**src/rtl/lt24_pkg.sv**
```systemverilog
`default_nettype none
// ============================================================================
// lt24_pkg -- shared types and constants for the LT24 (ILI9341) bus writer
// Rev 1.0
// ============================================================================
package lt24_pkg;

  typedef enum logic [2:0] {
    ST_RST   = 3'd0,
    ST_WAIT  = 3'd1,
    ST_IDLE  = 3'd2,
    ST_SETUP = 3'd3,
    ST_WR_LO = 3'd4,
    ST_WR_HI = 3'd5
  } state_e;

  localparam logic [15:0] OP_SWRESET = 16'h0001;
  localparam logic [15:0] OP_SLPOUT  = 16'h0011;
  localparam logic [15:0] OP_DISPON  = 16'h0029;
  localparam logic [15:0] OP_CASET   = 16'h002A;
  localparam logic [15:0] OP_PASET   = 16'h002B;
  localparam logic [15:0] OP_RAMWR   = 16'h002C;

  // FIFO entry: {is_data, data[15:0]}
  localparam int ENTRY_W = 17;

endpackage
`default_nettype wire

```
**src/rtl/lt24_bus_writer_fifo.sv**
```systemverilog
`default_nettype none
// ============================================================================
// lt24_sync_fifo -- single-clock FIFO, pointers carry an extra wrap bit
// Rev 1.0
// ============================================================================
module lt24_sync_fifo #(
  parameter int DEPTH = 8,
  parameter int WIDTH = 17
) (
  input  logic             clk,
  input  logic             rst,
  input  logic             push,
  input  logic [WIDTH-1:0] wdata,
  input  logic             pop,
  output logic [WIDTH-1:0] rdata,
  output logic             full,
  output logic             empty
);

  localparam int AW = $clog2(DEPTH);
  localparam logic [AW:0] PTR_ONE = 1;

  logic [WIDTH-1:0] mem_q [DEPTH];
  logic [AW:0]      wr_ptr_q, wr_ptr_d;
  logic [AW:0]      rd_ptr_q, rd_ptr_d;
  logic             do_push;
  logic             do_pop;

  assign empty = (wr_ptr_q == rd_ptr_q);
  assign full  = (wr_ptr_q[AW] != rd_ptr_q[AW]) &&
                 (wr_ptr_q[AW-1:0] == rd_ptr_q[AW-1:0]);
  assign rdata = mem_q[rd_ptr_q[AW-1:0]];

  // A full FIFO may still take a word when the same cycle frees a slot.
  assign do_pop  = pop && !empty;
  assign do_push = push && (!full || do_pop);

  always_comb begin
    wr_ptr_d = wr_ptr_q;
    rd_ptr_d = rd_ptr_q;
    if (do_push) wr_ptr_d = wr_ptr_q + PTR_ONE;
    if (do_pop)  rd_ptr_d = rd_ptr_q + PTR_ONE;
  end

  always_ff @(posedge clk) begin
    if (rst) begin
      wr_ptr_q <= '0;
      rd_ptr_q <= '0;
    end else begin
      wr_ptr_q <= wr_ptr_d;
      rd_ptr_q <= rd_ptr_d;
    end
  end

  always_ff @(posedge clk) begin
    if (do_push) mem_q[wr_ptr_q[AW-1:0]] <= wdata;
  end

endmodule
`default_nettype wire

```
**src/rtl/lt24_bus_writer.sv**
```systemverilog
`default_nettype none
// ============================================================================
// lt24_bus_writer -- buffered ILI9341 8080-style write engine with power-up
// Rev 1.0
// ============================================================================
module lt24_bus_writer #(
  parameter int FIFO_DEPTH        = 8,
  parameter int WR_LOW_CYCLES     = 2,
  parameter int WR_HIGH_CYCLES    = 2,
  parameter int RESET_CYCLES      = 500000,
  parameter int POST_RESET_CYCLES = 6000000
) (
  input  logic        clk,
  input  logic        reset,
  input  logic [15:0] in_data,
  input  logic        in_is_data,
  input  logic        in_valid,
  output logic        in_ready,
  input  logic        lcd_on_req,
  output logic        init_done,
  output logic        busy,
  output logic        lcd_cs_n,
  output logic        lcd_wr_n,
  output logic        lcd_rd_n,
  output logic        lcd_dc_n,
  output logic [15:0] lcd_d,
  output logic        lcd_reset_n,
  output logic        lcd_on
);

  import lt24_pkg::*;

  localparam logic [31:0] RST_LAST  = 32'(RESET_CYCLES - 1);
  localparam logic [31:0] POST_LAST = 32'(POST_RESET_CYCLES - 1);
  localparam logic [31:0] LO_LAST   = 32'(WR_LOW_CYCLES - 1);
  localparam logic [31:0] HI_LAST   = 32'(WR_HIGH_CYCLES - 1);

  state_e             state_q, state_d;
  logic [31:0]        cnt_q, cnt_d;
  logic               cs_n_q, cs_n_d;
  logic               wr_n_q, wr_n_d;
  logic               dc_n_q, dc_n_d;
  logic [15:0]        d_q, d_d;
  logic               lcd_reset_n_q, lcd_reset_n_d;
  logic               init_done_q, init_done_d;
  logic               lcd_on_q, lcd_on_d;

  logic               fifo_push;
  logic               fifo_pop;
  logic               fifo_full;
  logic               fifo_empty;
  logic [ENTRY_W-1:0] fifo_rdata;

  assign in_ready  = !fifo_full && !reset;
  assign fifo_push = in_valid && in_ready;

  lt24_sync_fifo #(
    .DEPTH (FIFO_DEPTH),
    .WIDTH (ENTRY_W)
  ) u_fifo (
    .clk   (clk),
    .rst   (reset),
    .push  (fifo_push),
    .wdata ({in_is_data, in_data}),
    .pop   (fifo_pop),
    .rdata (fifo_rdata),
    .full  (fifo_full),
    .empty (fifo_empty)
  );

  always_comb begin
    state_d       = state_q;
    cnt_d         = cnt_q;
    cs_n_d        = cs_n_q;
    wr_n_d        = wr_n_q;
    dc_n_d        = dc_n_q;
    d_d           = d_q;
    lcd_reset_n_d = lcd_reset_n_q;
    init_done_d   = init_done_q;
    fifo_pop      = 1'b0;

    case (state_q)
      ST_RST: begin
        if (cnt_q == RST_LAST) begin
          state_d       = ST_WAIT;
          cnt_d         = '0;
          lcd_reset_n_d = 1'b1;
        end else begin
          cnt_d = cnt_q + 32'd1;
        end
      end
      ST_WAIT: begin
        if (cnt_q == POST_LAST) begin
          state_d     = ST_IDLE;
          cnt_d       = '0;
          init_done_d = 1'b1;
        end else begin
          cnt_d = cnt_q + 32'd1;
        end
      end
      ST_IDLE: begin
        if (!fifo_empty) begin
          fifo_pop = 1'b1;
          state_d  = ST_SETUP;
          cs_n_d   = 1'b0;
          d_d      = fifo_rdata[15:0];
          dc_n_d   = fifo_rdata[ENTRY_W-1];
        end
      end
      ST_SETUP: begin
        state_d = ST_WR_LO;
        wr_n_d  = 1'b0;
        cnt_d   = '0;
      end
      ST_WR_LO: begin
        if (cnt_q == LO_LAST) begin
          state_d = ST_WR_HI;
          wr_n_d  = 1'b1;
          cnt_d   = '0;
        end else begin
          cnt_d = cnt_q + 32'd1;
        end
      end
      ST_WR_HI: begin
        if (cnt_q == HI_LAST) begin
          cnt_d = '0;
          // Chain straight into the next word so cs_n stays asserted.
          if (!fifo_empty) begin
            fifo_pop = 1'b1;
            state_d  = ST_SETUP;
            d_d      = fifo_rdata[15:0];
            dc_n_d   = fifo_rdata[ENTRY_W-1];
          end else begin
            state_d = ST_IDLE;
            cs_n_d  = 1'b1;
          end
        end else begin
          cnt_d = cnt_q + 32'd1;
        end
      end
      default: state_d = ST_RST;
    endcase

    lcd_on_d = lcd_on_req && init_done_d;
  end

  always_ff @(posedge clk) begin
    if (reset) begin
      state_q       <= ST_RST;
      cnt_q         <= '0;
      cs_n_q        <= 1'b1;
      wr_n_q        <= 1'b1;
      dc_n_q        <= 1'b1;
      d_q           <= '0;
      lcd_reset_n_q <= 1'b0;
      init_done_q   <= 1'b0;
      lcd_on_q      <= 1'b0;
    end else begin
      state_q       <= state_d;
      cnt_q         <= cnt_d;
      cs_n_q        <= cs_n_d;
      wr_n_q        <= wr_n_d;
      dc_n_q        <= dc_n_d;
      d_q           <= d_d;
      lcd_reset_n_q <= lcd_reset_n_d;
      init_done_q   <= init_done_d;
      lcd_on_q      <= lcd_on_d;
    end
  end

  assign busy        = !fifo_empty ||
                       (state_q == ST_SETUP) || (state_q == ST_WR_LO) || (state_q == ST_WR_HI);
  assign lcd_cs_n    = cs_n_q;
  assign lcd_wr_n    = wr_n_q;
  assign lcd_rd_n    = 1'b1;
  assign lcd_dc_n    = dc_n_q;
  assign lcd_d       = d_q;
  assign lcd_reset_n = lcd_reset_n_q;
  assign init_done   = init_done_q;
  assign lcd_on      = lcd_on_q;

endmodule
`default_nettype wire

```
**config.mk**
```make
export PLATFORM = sky130hd
export DESIGN_NAME = lt24_bus_writer
export DESIGN_NICKNAME = d
export VERILOG_FILES = /design/src/rtl/lt24_pkg.sv /design/src/rtl/lt24_bus_writer_fifo.sv /design/src/rtl/lt24_bus_writer.sv
export SDC_FILE = /design/constraint.sdc
export NUM_CORES = 1
export LEC_CHECK = 0
export CAP_MARGIN = 30
export CORE_MARGIN = 4
export CORE_UTILIZATION = 30
export CTS_BUF_LIST = sky130_fd_sc_hd__clkbuf_8
export DETAILED_ROUTE_END_ITERATION = 12
export GPL_TIMING_DRIVEN = 0
export PLACE_DENSITY = 0.48
export SLEW_MARGIN = 25
export SYNTH_ARGS = -nofsm -noshare
export SYNTH_HDL_FRONTEND = slang
export SYNTH_SLANG_ARGS = --single-unit
```
**constraint.sdc**
```tcl
create_clock -name clk -period 3.55 [get_ports clk]
set_input_delay 0.355 -clock clk [delete_from_list [all_inputs] [get_ports clk]]
set_output_delay 0.355 -clock clk [all_outputs]
set_load 0.1 [all_outputs]
```
---- After elaboration in Yosys (flattened, before gate mapping) ----
Memories as Yosys holds them, arrays and structs flattened. A register that Yosys moved wholly into a read port is not among the register bits.
Cells that the tools add are included.
storage, ports and cells
  bits in registers ....................... 65
  output and inout bits ................... 25
  input port bits ......................... 21
  memories kept ........................... 1
  bits in writable memories ............... 136
  word-level logic and storage cells ...... 87
memory list
  name          depth  width  rd ports  clocked after Yosys merged registers in  wr ports  RTL line                    RTL
  u_fifo.mem_q  8      17     1         1                                        1         lt24_bus_writer_fifo.sv:23  logic [WIDTH-1:0] mem_q [DEPTH];
operators by class
  $add $sub $neg .......................... 3
  reduce and logical (&&, ||, !) cells .... 23
  multiplexer cells ....................... 32
  eq/ne operators ......................... 17
operators by type and width
  cell                   count
  $pmux 32 s4            1
  $mux 32                3
  $add 32x1->32 const B  1
  $eq 32x1->1 const B    1
  $eq 32x19->1 const B   1
  $eq 32x23->1 const B   1
  $mux 16                2
  $pmux 16 s2            1
  $mux 3                 7
  $pmux 3 s6             1
  $mux 1                 13
  $ne 2x2->1 const B     6
  $add 4x1->4 const B    2
  $pmux 1 s2             4
  $eq 3x2->1 const B     2
  $eq 3x3->1 const B     2
  $logic_and 1x1->1      6
  $reduce_and 2->1       3
  $reduce_and 5->1       1
  $eq 4x4->1             1
  $logic_or 1x1->1       4
  $reduce_and 4->1       1
  $reduce_bool 2->1      2
  $reduce_bool 4->1      1
  6 further kinds        8

---- Logic depth before layout (Yosys ltp) ----
Gate-level depths: netlist of the first run.
  depth in word-level cells ............... 9
  depth in mapped cells ................... 10
  depth with buffers taken out ............ 8

---- Hierarchy ----
From an unflattened synthesis of the first run, not the netlist that was laid out.
second synthesis, totals
  cell total of the unflattened synthesis .. 644
  area total of the unflattened synthesis .. 8707.1 um^2
by module, submodules not included
  module           instances  area an instance (um^2)  cells an instance  seq. area each (um^2)
  lt24_sync_fifo   1          5710.5                   268                4304.1
  lt24_bus_writer  1          2996.6                   376                1141.1

---- Worst setup path before layout of the first run ----
No wires, ideal clock.
  path type ............................... register -> register
  start point ............................. register u_fifo.wr_ptr_q[0]
  end point ............................... memory u_fifo.mem_q[0][0] (enable)
  arrival time ............................ 3627 ps
  required time ........................... 3115 ps
  stages on the path, launching flop included .. 6
  buffers on the path ..................... 1
  clock period less this slack ............ 4062 ps
  setup time .............................. 435 ps
  setup slack ............................. -512 ps
  cell sequence ........................... dfxtp_1 -> clkbuf_1 -> xor2_1 -> o41a_1 -> nand2_1 -> nor4_1
on the way
  elaborated cells on any way between the ends .. 15
  classes of those cells .................. 2 x eq/ne; 5 x mux; 8 x reduce/logical
RTL lines
  element                       RTL line                    RTL
  start: declaration            lt24_bus_writer_fifo.sv:24  logic [AW:0] wr_ptr_q, wr_ptr_d;
  start signal: assignment      lt24_bus_writer_fifo.sv:50  wr_ptr_q <= wr_ptr_d;
  $eq 3x3->1                    lt24_bus_writer_fifo.sv:31  (wr_ptr_q[AW-1:0] == rd_ptr_q[AW-1:0]);
  $logic_and 1x1->1             lt24_bus_writer_fifo.sv:30  assign full = (wr_ptr_q[AW] != rd_ptr_q[AW]) &&
  $logic_not 1->1               lt24_bus_writer.sv:54       assign in_ready = !fifo_full && !reset;
  $logic_and 1x1->1             lt24_bus_writer.sv:54
  named net in_ready            lt24_bus_writer.sv:18       output logic in_ready,
  $logic_and 1x1->1             lt24_bus_writer.sv:55       assign fifo_push = in_valid && in_ready;
  $logic_and 1x1->1             lt24_bus_writer_fifo.sv:36  assign do_push = push && (!full || do_pop);
  $mux 1                        lt24_bus_writer_fifo.sv:56  if (do_push) mem_q[wr_ptr_q[AW-1:0]] <= wdata;
  $mux 1 (implied by the code)  lt24_bus_writer_fifo.sv:56
  end: declaration              lt24_bus_writer_fifo.sv:23
The timed path passes the listed nets, and every way through them passes these cells.

---- Worst setup path in the final report of the first run ----
  start point ............................. register u_fifo.wr_ptr_q[0]
  end point ............................... output in_ready
on the way
  longest elaborated chain between the ends .. 4
ends and longest elaborated chain
  element            RTL line
  $eq 3x3->1         lt24_bus_writer_fifo.sv:31
  $logic_and 1x1->1  lt24_bus_writer_fifo.sv:30
  $logic_not 1->1    lt24_bus_writer.sv:54
  $logic_and 1x1->1  lt24_bus_writer.sv:54
  end: declaration   lt24_bus_writer.sv:18
Every way passes these cells.

==> results by group, run 1 <==
Pwr
  – Power Density: 461 nW/um2
  – Switching fraction of total power: 22.7%
  – Int Power: 3670 uW
  – Clock network power share: 41.9%
  – Seq pwr share: 54.1%
  – Comb power frac: 4.0%
  – P_sw: 1080 uW
  – Pleak: 0.00333 uW
  – Peak supply drop: 0.000192 V

Final layout
  – N_diodes: 0
  – Most common cell after layout, fill and taps aside: edfxtp_1
  – # nets final: 722
  – Area Growth Syn to Fin: 20.0%
  – Commonest non-fill, non-tap cells in the layout: 136 x edfxtp_1, 68 x dfxtp_1, 42 x clkdlybuf4s50_1
  – Fraction of layout cells with a size suffix above 1: 20.9%
  – Non-Filler Instances: 1100
  – Final instance area: 10300 um2

Logic synthesis
  – Number of synthesized flops with an enable pin: 136
  – Syn_nets: 631
  – Ys async rst share: 0%
  – Mapped cell area: 8600 um2
  – Synth top area cells: edfxtp_1 48%, dfxtp_1 16%, mux4_2 8.9%
  – FF+latch count, synth: 204
  – Unique cell type count in the Yosys netlist: 62
  – Sequential element share of the synthesized area: 63.3%
  – Cells after Synth: 606
  – Post-synth top area share: 47.5%
  – Synth area leader: edfxtp_1
  – Main synth FF type: edfxtp_1
  – YS warnings: 0
  – Mean Syn Cell Area: 14.2 um2

Critical path
  – Reg2reg path depth: 7
  – Reg2Reg Capture Point: u_fifo.mem_q[4][5]
  – CP Class: reg2out
  – Startpoint Class: register
  – R2R Path Start: u_fifo.wr_ptr_q[0]
  – Critical-path maximum fanout: 7
  – Worst Setup SP: u_fifo.wr_ptr_q[0]
  – Worst Path Arrival: 2.91 ns
  – CP endpoint: in_ready
  – Critical Path RT: 3.19 ns
  – R2R setup slack: 0.69 ns
  – CP Capture Type: output port

Global routing
  – Initial antenna violation count: 0
  – Largest net degree at the start of global routing: 18
  – Vias in the first global route: 5725
  – Gr usage total: 13.6%
  – Grt total ovfl: 0
  – First-pass GRT wire length: 33100 um

Timing
  – Clock Skew: 0.0278 ns
  – Slew HR: 34.2%
  – Hold Fails Final Rpt: 0
  – Final setup viols: 0
  – Minimum clock period: 3.27 ns
  – Max-slew violation count: 0
  – Final cycle utilization of the critical path: 92.0%
  – Worst slew pin tran: 0.984 ns
  – RSZ-0062 raised after global routing: false
  – Max Fclk: 306 MHz

Floorplan
  – Die X: 177 um
  – Chip height: 177 um
  – Core area: 28000 um2
  – Initial Util: 30.7%
  – Die ar.: 31400 um2
  – Placement Rows: 61
  – I/O pins: 46

Routing
  – Routed via count: 5459
  – Post-route DRC: 0
  – Routed Antenna Nets: 0
  – Avg WL per Cell: 19.1 um
  – Post-DR vias/cell: 4.96
  – Drt pass-1 iters: 4
  – Wirelength, routed: 21100 um
  – DR iter-0 viols: 392

Place
  – DP HPWL: 14200 um
  – Final GP Congestion: 0.878
  – # port buffers: 43
  – Placed cells: 1037
  – DP Area: 9660 um2

Outcome
  – Status: finished clean

CTS
  – Worst-Skew Late Latency: 0.53 ns
  – Clock transition at path regs: 0.06 ns
  – CTS tree: built
  – Root Buffer: clkbuf_8
  – CTS buffer count: 36
  – H-tree levels: 2
  – Clock sink total: 204
  – Max Root-Sink Buffers: 3

Worst hold path
  – Hold Crit Class: in2reg

Job
  – Max Cap Violations: 0
==> metal layers <==
layer	up-vias	routed length [um]	track usage, %
li1	2546	-	-
met1	2738	9480	18.0
met2	134	10100	22.6
met3	41	902	2.73
met4	0	536	4.38
met5	-	0	0
==> worst min-delay path by stage <==
stage | startpoint | end | cells past startpoint
finish | reset | init_done | 2
global route | reset | init_done | 2
CTS | reset | init_done | 2
detailed placement | lcd_reset_n | lcd_reset_n | 1
global placement | lcd_reset_n | lcd_reset_n | 1
floorplan | in_data[0] | u_fifo.mem_q[0][0] | 0
==> cells by family after synthesis <==
logic type	Yosys count	synth area share [%]
AND/OR/NAND/NOR	201	12.9
multiplexers	57	11.6
AO/OA/AOI/OAI	83	7.38
other	1	0.0436
XOR/XNOR	15	1.53
flip-flops	204	63.3
buffers and inverters	41	2.58
adder cells (fa/ha/maj)	4	0.582
==> registers in the layout, indices dropped and copies added (netlist names), named ones only <==
name / flops
lcd_wr_n: 1
lcd_d: 16
cnt_q: 32
lcd_on: 1
state_q: 3
u_fifo.rd_ptr_q: 4
u_fifo.wr_ptr_q: 4
init_done: 1
lcd_cs_n: 1
u_fifo.mem_q: 136
lcd_dc_n: 1
lcd_reset_n: 1
==> power groups by stage <==
stage	combinational [uW]	sequential (uW)	clock, uW
3_5_place_dp	192	2620	0
5_1_grt	205	2570	2160
6_report	188	2570	1990
3_3_place_gp	179	2620	0
4_1_cts	192	2570	2060
2_1_floorplan	106	2620	0
==> Yosys cell counts (5+ instances only) <==
cell type,count
a211oi_2,13
and4_1,5
mux2i_1,21
nand2_1,41
a21oi_1,16
nor2_2,13
mux4_2,34
inv_1,9
buf_2,9
xnor2_1,6
nand4_1,9
nor2_1,28
nor3_1,18
nand3_1,36
dfxtp_1,68
and2_1,5
edfxtp_1,136
a31oi_1,7
or3_1,11
o21ai_0,14
nor4_1,10
xor2_1,9
and3_1,7
clkbuf_1,15
==> per-stage QoR <==
step	hold WS, ns	TNS [ns]	utilization (%)	power [uW]	setup slack [ns]
6_report	0.353	0	36.8	4750	0.285
5_1_grt	0.370	0	36.8	4940	0.136
4_1_cts	0.346	0	36.8	4820	0.0806
3_5_place_dp	0.462	0	34.5	2810	0.267
3_3_place_gp	0.462	-51.35	34.0	2800	-0.907
2_1_floorplan	0.454	-6.61	-	2720	-0.130
==> timing repair <==
action,in CTS,in global routing
hold buffers,0,0
setup buffers,0,0
resized for setup,1,2
setup endpoints to repair,1,1
==> critical path, stage by stage (launching register included) <==
cell and delay, ns:
dfxtp_1 0.33, clkbuf_1 0.40, xor2_1 0.27, o41a_1 0.25, clkdlybuf4s50_1 1.16
==> cell type report <==
type                            count  area [um2]
Buffer                             32         189
Clock buffer                       37         509
Clock inverter                     26         148
Fill cell                        2722       17700
Inverter                            9        33.8
Multi-Input combinational cell    361        2990
Sequential cell                   204        5450
Tap cell                          378         473
Timing Repair Buffer               53         520
No activity file was read; power rests on OpenSTA's default activity.
==> run 2, diff against run 1 <==
--- a/config.mk
+++ b/config.mk
@@ -9,6 +9,7 @@
 export CORE_MARGIN = 4
 export CORE_UTILIZATION = 30
 export CTS_BUF_LIST = sky130_fd_sc_hd__clkbuf_8
+export CTS_CLUSTER_DIAMETER = 50
 export DETAILED_ROUTE_END_ITERATION = 12
 export GPL_TIMING_DRIVEN = 0
 export PLACE_DENSITY = 0.48
==> results of run 2 <==
Final layout, timing and power as in run 1 (identical DEF).
==> run 3, diff against run 2 <==
--- a/config.mk
+++ b/config.mk
@@ -6,7 +6,7 @@
 export NUM_CORES = 1
 export LEC_CHECK = 0
 export CAP_MARGIN = 30
-export CORE_MARGIN = 4
+export CORE_MARGIN = 2
 export CORE_UTILIZATION = 30
 export CTS_BUF_LIST = sky130_fd_sc_hd__clkbuf_8
 export CTS_CLUSTER_DIAMETER = 50
@@ -17,3 +17,4 @@
 export SYNTH_ARGS = -nofsm -noshare
 export SYNTH_HDL_FRONTEND = slang
 export SYNTH_SLANG_ARGS = --single-unit
+export TNS_END_PERCENT = 1
==> run 3 against run 2 <==
  * Via count increased by 1.1%
  * First-iteration DRC count increased by 14%
  * Utilization increased by 0.24 points
  * Cell count increased by 0.55%
  * Largest cell class unchanged
  * Register-to-register slack improved by 0.12 ns
  * Largest power group unchanged
  * Highest routed layer is now met5
==> results by group, run 3 (synthesis gave the netlist of run 1 again) <==
Critical path
  – Reg2reg path depth: 9
  – Critical Path RT: 3.19 ns
  – CP max-delay cell: or4_1
  – R2R setup slack: 0.81 ns
  – Worst Setup SP: u_fifo.wr_ptr_q[0]
  – Critical-path maximum fanout: 7
  – Crit-path cells: clkbuf_1, xor2_1, or4_1, or3_1, dlygate4sd2_1
  – Reg2Reg Capture Point: u_fifo.mem_q[4][0]
  – Startpoint Class: register
  – Worst Path Arrival: 3.01 ns
  – CP Capture Type: output port
  – Crit path largest cell delay: 0.61 ns
  – R2R Path Start: u_fifo.wr_ptr_q[0]
  – CP Class: reg2out

Pwr
  – Switching fraction of total power: 22.0%
  – Peak supply drop: 0.000153 V
  – Seq pwr share: 53.0%
  – Power, Total: 4850 uW
  – Int Power: 3780 uW
  – P_sw: 1070 uW
  – Pleak: 0.00338 uW
  – Power Density: 467 nW/um2
  – Clock network power share: 43.0%
  – Comb power frac: 3.9%

Timing
  – Minimum clock period: 3.37 ns
  – RSZ-0062 raised after global routing: false
  – Hold Fails Final Rpt: 0
  – Final setup viols: 0
  – Final cycle utilization of the critical path: 94.9%
  – Max Fclk: 297 MHz
  – Max-slew violation count: 0
  – Final WS setup: 0.182 ns
  – Worst slew pin tran: 0.993 ns
  – TNS Setup: 0 ns
  – Slew HR: 33.6%
  – Clock Skew: 0.0288 ns

CTS
  – H-tree levels: 2
  – Max Root-Sink Buffers: 3
  – Worst-Skew Late Latency: 0.52 ns
  – Root Buffer: clkbuf_8
  – CTS tree: built
  – Clock transition at path regs: 0.05 ns
  – CTS buffer count: 36
  – Clock sink total: 204

Place
  – DP HPWL: 14100 um
  – Final GP Congestion: 0.832
  – DP Area: 9680 um2
  – # port buffers: 43
  – Place WS: 0.299 ns

Floorplan
  – Initial Util: 30.7%
  – Die X: 173 um
  – Chip height: 173 um
  – I/O pins: 46
  – Placement Rows: 61
  – Core area: 28000 um2
  – Die ar.: 30000 um2

Routing
  – Avg WL per Cell: 18.7 um
  – Routed via count: 5520
  – Routed wl met2: 9980 um
  – Routed length on met3: 1070 um
  – Wirelength, routed: 20700 um
  – DR iter-0 viols: 446
  – Routed Antenna Nets: 0
  – M1 wire length: 9170 um
  – Drt pass-1 iters: 5
  – Post-DR vias/cell: 4.99
  – Top Layer Used: met5
  – Post-route DRC: 0

Global routing
  – Gr usage total: 13.8%
  – First-pass GRT wire length: 32200 um
  – Largest net degree at the start of global routing: 18
  – Vias in the first global route: 5627
  – Grt total ovfl: 0
  – Initial antenna violation count: 1

Final layout
  – Fraction of layout cells with a size suffix above 1: 22.1%
  – Filler cell count: 2687
  – N_diodes: 0
  – Most common cell after layout, fill and taps aside: edfxtp_1
  – Final design utilization: 37.1%
  – Max reg flops: 136
  – Commonest non-fill, non-tap cells in the layout: 136 x edfxtp_1, 68 x dfxtp_1, 42 x clkbuf_8, 42 x clkdlybuf4s50_1, 41 x nand2_1
  – Area Growth Syn to Fin: 20.7%
  – Final instance area: 10400 um2
  – # nets final: 726

Worst hold path
  – Worst Hold Depth: 2
  – Hold Crit Class: in2reg
  – Worst hold start: reset
  – Hold Path Sink: init_done

Job
  – Max Cap Violations: 0

Outcome
  – Status: finished clean
-- run 3: cell type report --
class | instances | area (um2) | area share (%)
flip-flops and latches | 204 | 5450 | 52.5
multi-input cells | 361 | 2990 | 28.8
clock buffers | 42 | 578 | 5.57
repair buffers | 57 | 546 | 5.26
well taps | 378 | 473 | 4.56
plain buffers | 32 | 189 | 1.82
clock inverters | 23 | 128 | 1.23
inverters | 9 | 33.8 | 0.325
-- run 3: how the worst max path moves through the flow --
stage,to,depth (start not counted)
detailed placement,busy,5
finish,busy,5
CTS,busy,5
global placement,u_fifo.mem_q[4][14],6
global route,busy,5
floorplan,u_fifo.mem_q[4][0],6
-- run 3: what timing repair did --
action	in CTS	in global routing
buffers inserted	0	0
resized for setup	1	0
endpoints found under the hold margin	0	0
hold buffers	0	0
endpoints found under the setup margin	1	0
-- run 3: per-stage QoR --
stage | hold slack, ns | instances
6_report | 0.338 | 1106
5_1_grt | 0.347 | 1106
4_1_cts | 0.326 | 1106
3_5_place_dp | 0.458 | 1041
3_3_place_gp | 0.461 | 1027
2_1_floorplan | 0.454 | 606
-- run 3: per-layer routing --
layer,vias to the layer above,track usage [%]
li1,2558,-
met1,2767,18.1
met2,155,22.8
met3,38,3.11
met4,2,4.38
met5,-,0
-- run 3: power groups by stage --
stage                     Clock, uW  Sequential, uW  Combinational, uW
after floorplan                   0            2620                106
after global placement            0            2620                178
after detailed placement          0            2620                195
after CTS                      2150            2570                194
after global routing           2250            2570                208
final                          2090            2570                190
-- run 3: critical path: cells and delay by family, from the launching register on --
family,cells,cell delay (ns)
buffers and inverters,2,0.99
XOR/XNOR,1,0.17
AND/OR/NAND/NOR,2,1.03
flip-flops,1,0.33
